`src/rtl/stack_alu_sequencer.sv`:
```
// Operand-stack controller feeding an external combinational 8-bit ALU.
// Optional zero_flag output enabled by defining STACK_ALU_ZFLAG_EN.
package stack_alu_pkg;
  typedef enum logic [3:0] {
    OP_ADD = 4'd0,
    OP_SUB = 4'd1,
    OP_AND = 4'd2,
    OP_OR  = 4'd3,
    OP_XOR = 4'd4,
    OP_SHL = 4'd5,
    OP_SHR = 4'd6,
    OP_MUL = 4'd7,
    OP_INC = 4'd8,
    OP_DEC = 4'd9,
    OP_NEG = 4'd10,
    OP_NOT = 4'd11
  } alu_op_e;

  localparam logic [1:0] KIND_PUSH = 2'b00;
  localparam logic [1:0] KIND_ALU  = 2'b01;
  localparam logic [1:0] KIND_POP  = 2'b10;
  localparam logic [1:0] KIND_DUP  = 2'b11;

  // Undefined encodings fall through as binary.
  function automatic logic is_unary(input alu_op_e op);
    return (op == OP_INC) || (op == OP_DEC) || (op == OP_NEG) || (op == OP_NOT);
  endfunction
endpackage

module stack_alu_sequencer
  import stack_alu_pkg::*;
#(
  parameter int DEPTH = 8,
  parameter int DW    = 8
) (
  input  logic                     clk,
  input  logic                     rst_n,
  input  logic                     cmd_valid,
  output logic                     cmd_ready,
  input  logic [1:0]               cmd_kind,
  input  alu_op_e                  cmd_op,
  input  logic [DW-1:0]            cmd_imm,
  output logic [DW-1:0]            alu_a,
  output logic [DW-1:0]            alu_b,
  output alu_op_e                  alu_op,
  input  logic [DW-1:0]            alu_out,
  output logic [DW-1:0]            tos,
  output logic [$clog2(DEPTH):0]   depth,
  output logic                     busy,
  output logic                     err_underflow,
  output logic                     err_overflow,
`ifdef STACK_ALU_ZFLAG_EN
  output logic                     zero_flag,
`endif
  input  logic                     clr_err
);

  localparam int AW  = $clog2(DEPTH);
  localparam int DPW = AW + 1;

  typedef enum logic [2:0] {S_IDLE, S_POP_B, S_POP_A, S_EXEC, S_PUSH_R} state_e;

  state_e          state_reg, state_next;
  logic [DW-1:0]   mem [DEPTH];
  logic [DPW-1:0]  depth_reg;
  logic [DW-1:0]   b_reg, res_reg;
  alu_op_e         op_reg;

  logic [AW-1:0]   wr_idx, top_idx;
  logic            accept, empty, full, op_unary;
  logic            push_en, pop_en, set_unf, set_ovf, load_alu;
  logic [DW-1:0]   push_data, alu_a_next, alu_b_next;

  // The write slot's low bits minus one wrap correctly to the top entry even when full.
  assign wr_idx    = depth_reg[AW-1:0];
  assign top_idx   = wr_idx - AW'(1);
  assign empty     = (depth_reg == '0);
  assign full      = (depth_reg == DPW'(DEPTH));
  assign tos       = empty ? '0 : mem[top_idx];
  assign depth     = depth_reg;
  assign cmd_ready = (state_reg == S_IDLE);
  assign busy      = ~cmd_ready;
  assign accept    = cmd_valid && cmd_ready;
  assign op_unary  = is_unary(op_reg);

  always_comb begin
    state_next = state_reg;
    push_en    = 1'b0;
    push_data  = cmd_imm;
    pop_en     = 1'b0;
    set_unf    = 1'b0;
    set_ovf    = 1'b0;
    load_alu   = 1'b0;
    alu_a_next = '0;
    alu_b_next = b_reg;
    case (state_reg)
      S_IDLE: begin
        if (accept) begin
          case (cmd_kind)
            KIND_PUSH: begin
              if (full) set_ovf = 1'b1;
              else      push_en = 1'b1;
            end
            KIND_POP: begin
              if (empty) set_unf = 1'b1;
              else       pop_en  = 1'b1;
            end
            KIND_DUP: begin
              if (empty)     set_unf = 1'b1;
              else if (full) set_ovf = 1'b1;
              else begin
                push_en   = 1'b1;
                push_data = tos;
              end
            end
            default: begin
              if (empty || (!is_unary(cmd_op) && depth_reg < DPW'(2))) set_unf = 1'b1;
              else state_next = S_POP_B;
            end
          endcase
        end
      end
      S_POP_B: begin
        pop_en = 1'b1;
        if (op_unary) begin
          load_alu   = 1'b1;
          alu_b_next = tos;
          state_next = S_EXEC;
        end else begin
          state_next = S_POP_A;
        end
      end
      S_POP_A: begin
        pop_en     = 1'b1;
        load_alu   = 1'b1;
        alu_a_next = tos;
        state_next = S_EXEC;
      end
      S_EXEC:   state_next = S_PUSH_R;
      S_PUSH_R: begin
        push_en    = 1'b1;
        push_data  = res_reg;
        state_next = S_IDLE;
      end
      default:  state_next = S_IDLE;
    endcase
  end

  // ALU operand registers load on entry to EXEC so they are stable for the whole EXEC cycle.
  always_ff @(posedge clk or negedge rst_n) begin
    if (!rst_n) begin
      state_reg     <= S_IDLE;
      depth_reg     <= '0;
      b_reg         <= '0;
      res_reg       <= '0;
      op_reg        <= OP_ADD;
      alu_a         <= '0;
      alu_b         <= '0;
      alu_op        <= OP_ADD;
      err_underflow <= 1'b0;
      err_overflow  <= 1'b0;
    end else begin
      state_reg <= state_next;
      if (push_en)     depth_reg <= depth_reg + DPW'(1);
      else if (pop_en) depth_reg <= depth_reg - DPW'(1);
      if (state_reg == S_IDLE && state_next == S_POP_B) op_reg <= cmd_op;
      if (state_reg == S_POP_B) b_reg <= tos;
      if (load_alu) begin
        alu_a  <= alu_a_next;
        alu_b  <= alu_b_next;
        alu_op <= op_reg;
      end
      if (state_reg == S_EXEC) res_reg <= alu_out;
      err_underflow <= (err_underflow && !clr_err) || set_unf;
      err_overflow  <= (err_overflow  && !clr_err) || set_ovf;
    end
  end

`ifdef STACK_ALU_ZFLAG_EN
  always_ff @(posedge clk or negedge rst_n) begin
    if (!rst_n)                     zero_flag <= 1'b0;
    else if (state_reg == S_PUSH_R) zero_flag <= (res_reg == '0);
  end
`endif

  always_ff @(posedge clk) begin
    if (push_en) mem[wr_idx] <= push_data;
  end

endmodule

```
`config.mk`:
```
export PLATFORM = sky130hd
export DESIGN_NAME = stack_alu_sequencer
export DESIGN_NICKNAME = d
export VERILOG_FILES = /design/src/rtl/stack_alu_sequencer.sv
export SDC_FILE = /design/constraint.sdc
export NUM_CORES = 1
export LEC_CHECK = 0
export ABC_AREA = 1
export BUFFER_PORTS_ARGS = -buffer_cell sky130_fd_sc_hd__buf_2
export CORE_ASPECT_RATIO = 1.5
export CORE_MARGIN = 5
export CORE_UTILIZATION = 30
export DETAILED_ROUTE_END_ITERATION = 16
export MAX_ROUTING_LAYER = met4
export PLACE_DENSITY = 0.57
export SETUP_SLACK_MARGIN = 0.15
export SYNTH_ARGS = -nofsm -noshare
export SYNTH_HDL_FRONTEND = slang
export SYNTH_SLANG_ARGS = --single-unit
```
`constraint.sdc`:
```
create_clock -name clk -period 3.6 [get_ports clk]
set_clock_uncertainty 0.15 [all_clocks]
set_input_delay 0.72 -clock clk [delete_from_list [all_inputs] [get_ports clk]]
set_output_delay 0.72 -clock clk [all_outputs]
set_load 0.01 [all_outputs]
```
==> impl_metrics.yaml <==
placed_design:
  dp_cells: 781
  dp_hpwl_um: 8979
  io_buffers: 61
  place_congestion: 0.8612
  place_ws_ns: 0.5992
timing:
  drv_slew: 0
  final-hold-violation-count: 0
  rsz0062_at_grt: "no"
  slew_headroom_pct: 24.61
  period_share_pct: 90.46
  whs_ns: 0.3202
  fin_ws_ns: 0.3433
  min_period_ns: 3.257
  worst_pin_slew_ns: 1.131
  setup_tns_ns: 0
  max_clock_freq_mhz: 307.1
  setup_viol: 0
grt:
  grt-ovfl-total: 0
  antenna_found_initial: 0
  grt_pass1_wl_um: 19970
  grt_start_max_net_pins: 50
  track_usage_pct: 13.70
  first_global_vias: 3858
job:
  maxCapViolCount: 0
clock_network:
  post_cts_resized: 0
  worst_skew_pair.late_latency_ns: 0.41
  ctsHtreeMaxLevel: 4
  root_buffer: "clkbuf_16"
  cts_setup_buffers: 0
  postCtsHoldBufs: 0
  clk_pin_slew_worst_paths_ns: 0.06
  cts_tree: "yes"
  clockBufferDepth: 2
  cts.sinks: 113
  cts_buffers: 17
drt:
  firstDrtPassIters: 5
  post_drt_wl_per_cell_um: 15.33
  wirelength_um: 12480
  vias: 3828
  postRouteAntennaNets: 0
  drt_iter0_markers: 296
  vias_per_cell: 4.703
  drc_errors: 0
finish:
  largest_reg_flops: 64
  top_register: "mem"
  fin_cells: 814
  final_common_cell: "nand2_1"
  area_delta_synth_final_pct: 23.82
  n_antenna_cell: 0
  nNetsFinal: 625
  drive_above_1_share_pct: 21.36
  mostFrequentLayoutCells: "nand2_1 (150), nor2_1 (75), edfxtp_1 (64), buf_2 (61), o21ai_0 (53)"
power_and_ir_drop:
  power_mw: 6.299
  power_leakage_nw: 2.783
  p_int_mw: 3.659
  combPwrFrac_pct: 43.1
  pwr-share-clk_pct: 26.7
  ir_drop_v: 0.0004658
  power.switching_mw: 2.640
  sequentialPowerShare_pct: 30.2
  p_sw_share_pct: 41.91
  powerDensity_mw_per_mm2: 1015
synth:
  syn_area_mm2: 0.005011
  ys_types: 31
  syn_inst: 514
  syn_nets: 548
  synth_area_leader_cell: "edfxtp_1"
  synth.area.top_cells: "edfxtp_1 (38%), dfrtp_1 (24%), nand2_1 (11%), nor2_1 (5.6%), o21ai_0 (5.3%)"
  ys_seq_elements: 113
  synth_flop_cell: "edfxtp_1"
  synth_top_family_by_area: "simple AND/OR/NAND/NOR gates"
  synth_edf_count: 64
  synth_compound_area_share_pct: 7.541
  synthAdderAreaFrac_pct: 2.147
  synth_seq_area_share_pct: 62.82
  synth-xor-area-share_pct: 0.6742
  synthMuxAreaShare_pct: 0
  yosysWarningCount: 0
  async_reset_ff_share_pct: 43.36
  avgSynthCellArea_um2: 9.749
  synth-simple-area-share_pct: 22.35
  synth_top_area_share_pct: 38.35
worst_setup_path:
  worstPathCellList: "inv_1, ha_2, buf_6, o21ai_0, o211ai_2, nand2_1, nor2_2, buf_2"
  cp_num_buf_inv: 3
  cp-end-kind: "output port"
  cpMaxStageDelayCell: "ha_2"
  arrival_ns: 2.39
  start_kind: "flop"
  critPathTopFamily: "buffers and inverters"
  crit_type: "flop to output port"
  max_stage_delay_ns: 0.44
  critPathRequiredTime_ns: 2.73
  path_max_fanout: 22
floorplanning:
  ioPinCount: 62
  start_util_pct: 30.15
  die_w_um: 115.5
  coreArea_mm2: 0.01662
  die_area_mm2: 0.01944
  die_h_um: 168.3
  rows: 58
run_status:
  outcome: "completed"
hold_path:
  hold_class: "flop to flop"
synth_stat cells, drive strengths merged, types with 2 or more instances:
cell and instances:
a21oi 2, buf 13, dfrtp 49, edfxtp 64
ha 7, inv 37, nand2 152, nand3 39
nor2 79, o211ai 7, o21ai 54, xor2 2
through the flow:
stage          util [%]  cell area (µm²)
2_1_floorplan         -             5011
3_3_place_gp      33.55             5575
3_5_place_dp      33.55             5575
4_1_cts           37.16             6175
6_report          37.34             6205
5_1_grt           37.34             6205
power groups by stage:
stage / clock (mW) / sequential, mW / combinational [mW]
5_1_grt: 1.78 / 1.94 / 3.06
6_report: 1.68 / 1.90 / 2.71
3_3_place_gp: 0 / 1.91 / 2.61
3_5_place_dp: 0 / 1.92 / 2.67
4_1_cts: 1.72 / 1.90 / 2.69
2_1_floorplan: 0 / 1.95 / 1.75
layout make-up:
class                      count  area [µm²]
clock inverter                15       173.9
multi-input combinational    349        1653
inverter                      38       148.9
fill                        1638       10410
tap                          210       262.8
timing repair buffer          71       384.1
timing repair inverter         1       7.507
clock buffer                  17       425.4
sequential                   113        3149
final timing paths:
| kind | startpoint | end | slack, ns | cells past startpoint |
|---|---|---|---|---|
| setup / recovery | depth[1]$_DFFE_PN0P_ | tos[2] | 0.34 | 8 |
| setup reg to reg | depth[1]$_DFFE_PN0P_ | mem[3][0]$_DFFE_PP_ | 0.90 | 10 |
| hold / removal | res_reg[6]$_DFFE_PN0P_ | res_reg[6]$_DFFE_PN0P_ | 0.32 | 2 |
| max in group asynchronous | rst_n | depth[1]$_DFFE_PN0P_ | 2.16 | 1 |
| min in group asynchronous | rst_n | op_reg[2]$_DFFE_PN0P_ | 0.38 | 1 |
| hold reg to reg | res_reg[6]$_DFFE_PN0P_ | res_reg[6]$_DFFE_PN0P_ | 0.32 | 2 |
worst reg2reg max path: stages (launching register included):
cell     delay [ns]
dfrtp_2        0.42
inv_1          0.09
ha_2           0.22
nand2_1        0.08
buf_4          0.20
nand2_1        0.07
nand2_1        0.09
nand2_1        0.06
nand2_1        0.13
nand2_1        0.13
nor2_1         0.68
metal layers:
layer	up-vias	routed length, µm	global-route usage, %
li1	1856	-	-
met1	1838	4586	13.75
met2	112	7025	25.00
met3	22	556	2.949
met4	0	310	5.975
met5	-	0	-
logic make-up (layout without fill, tap and decap cells):
kind of cell	after synthesis	after routing
AOI/OAI and AO/OA	66	66
xor gates and xnor gates	3	3
buffers and inverters	52	142
and+or+nand+nor	272	272
adders and majority gates	8	8
DFF	113	113
No activity file was read; power rests on OpenSTA's default activity.
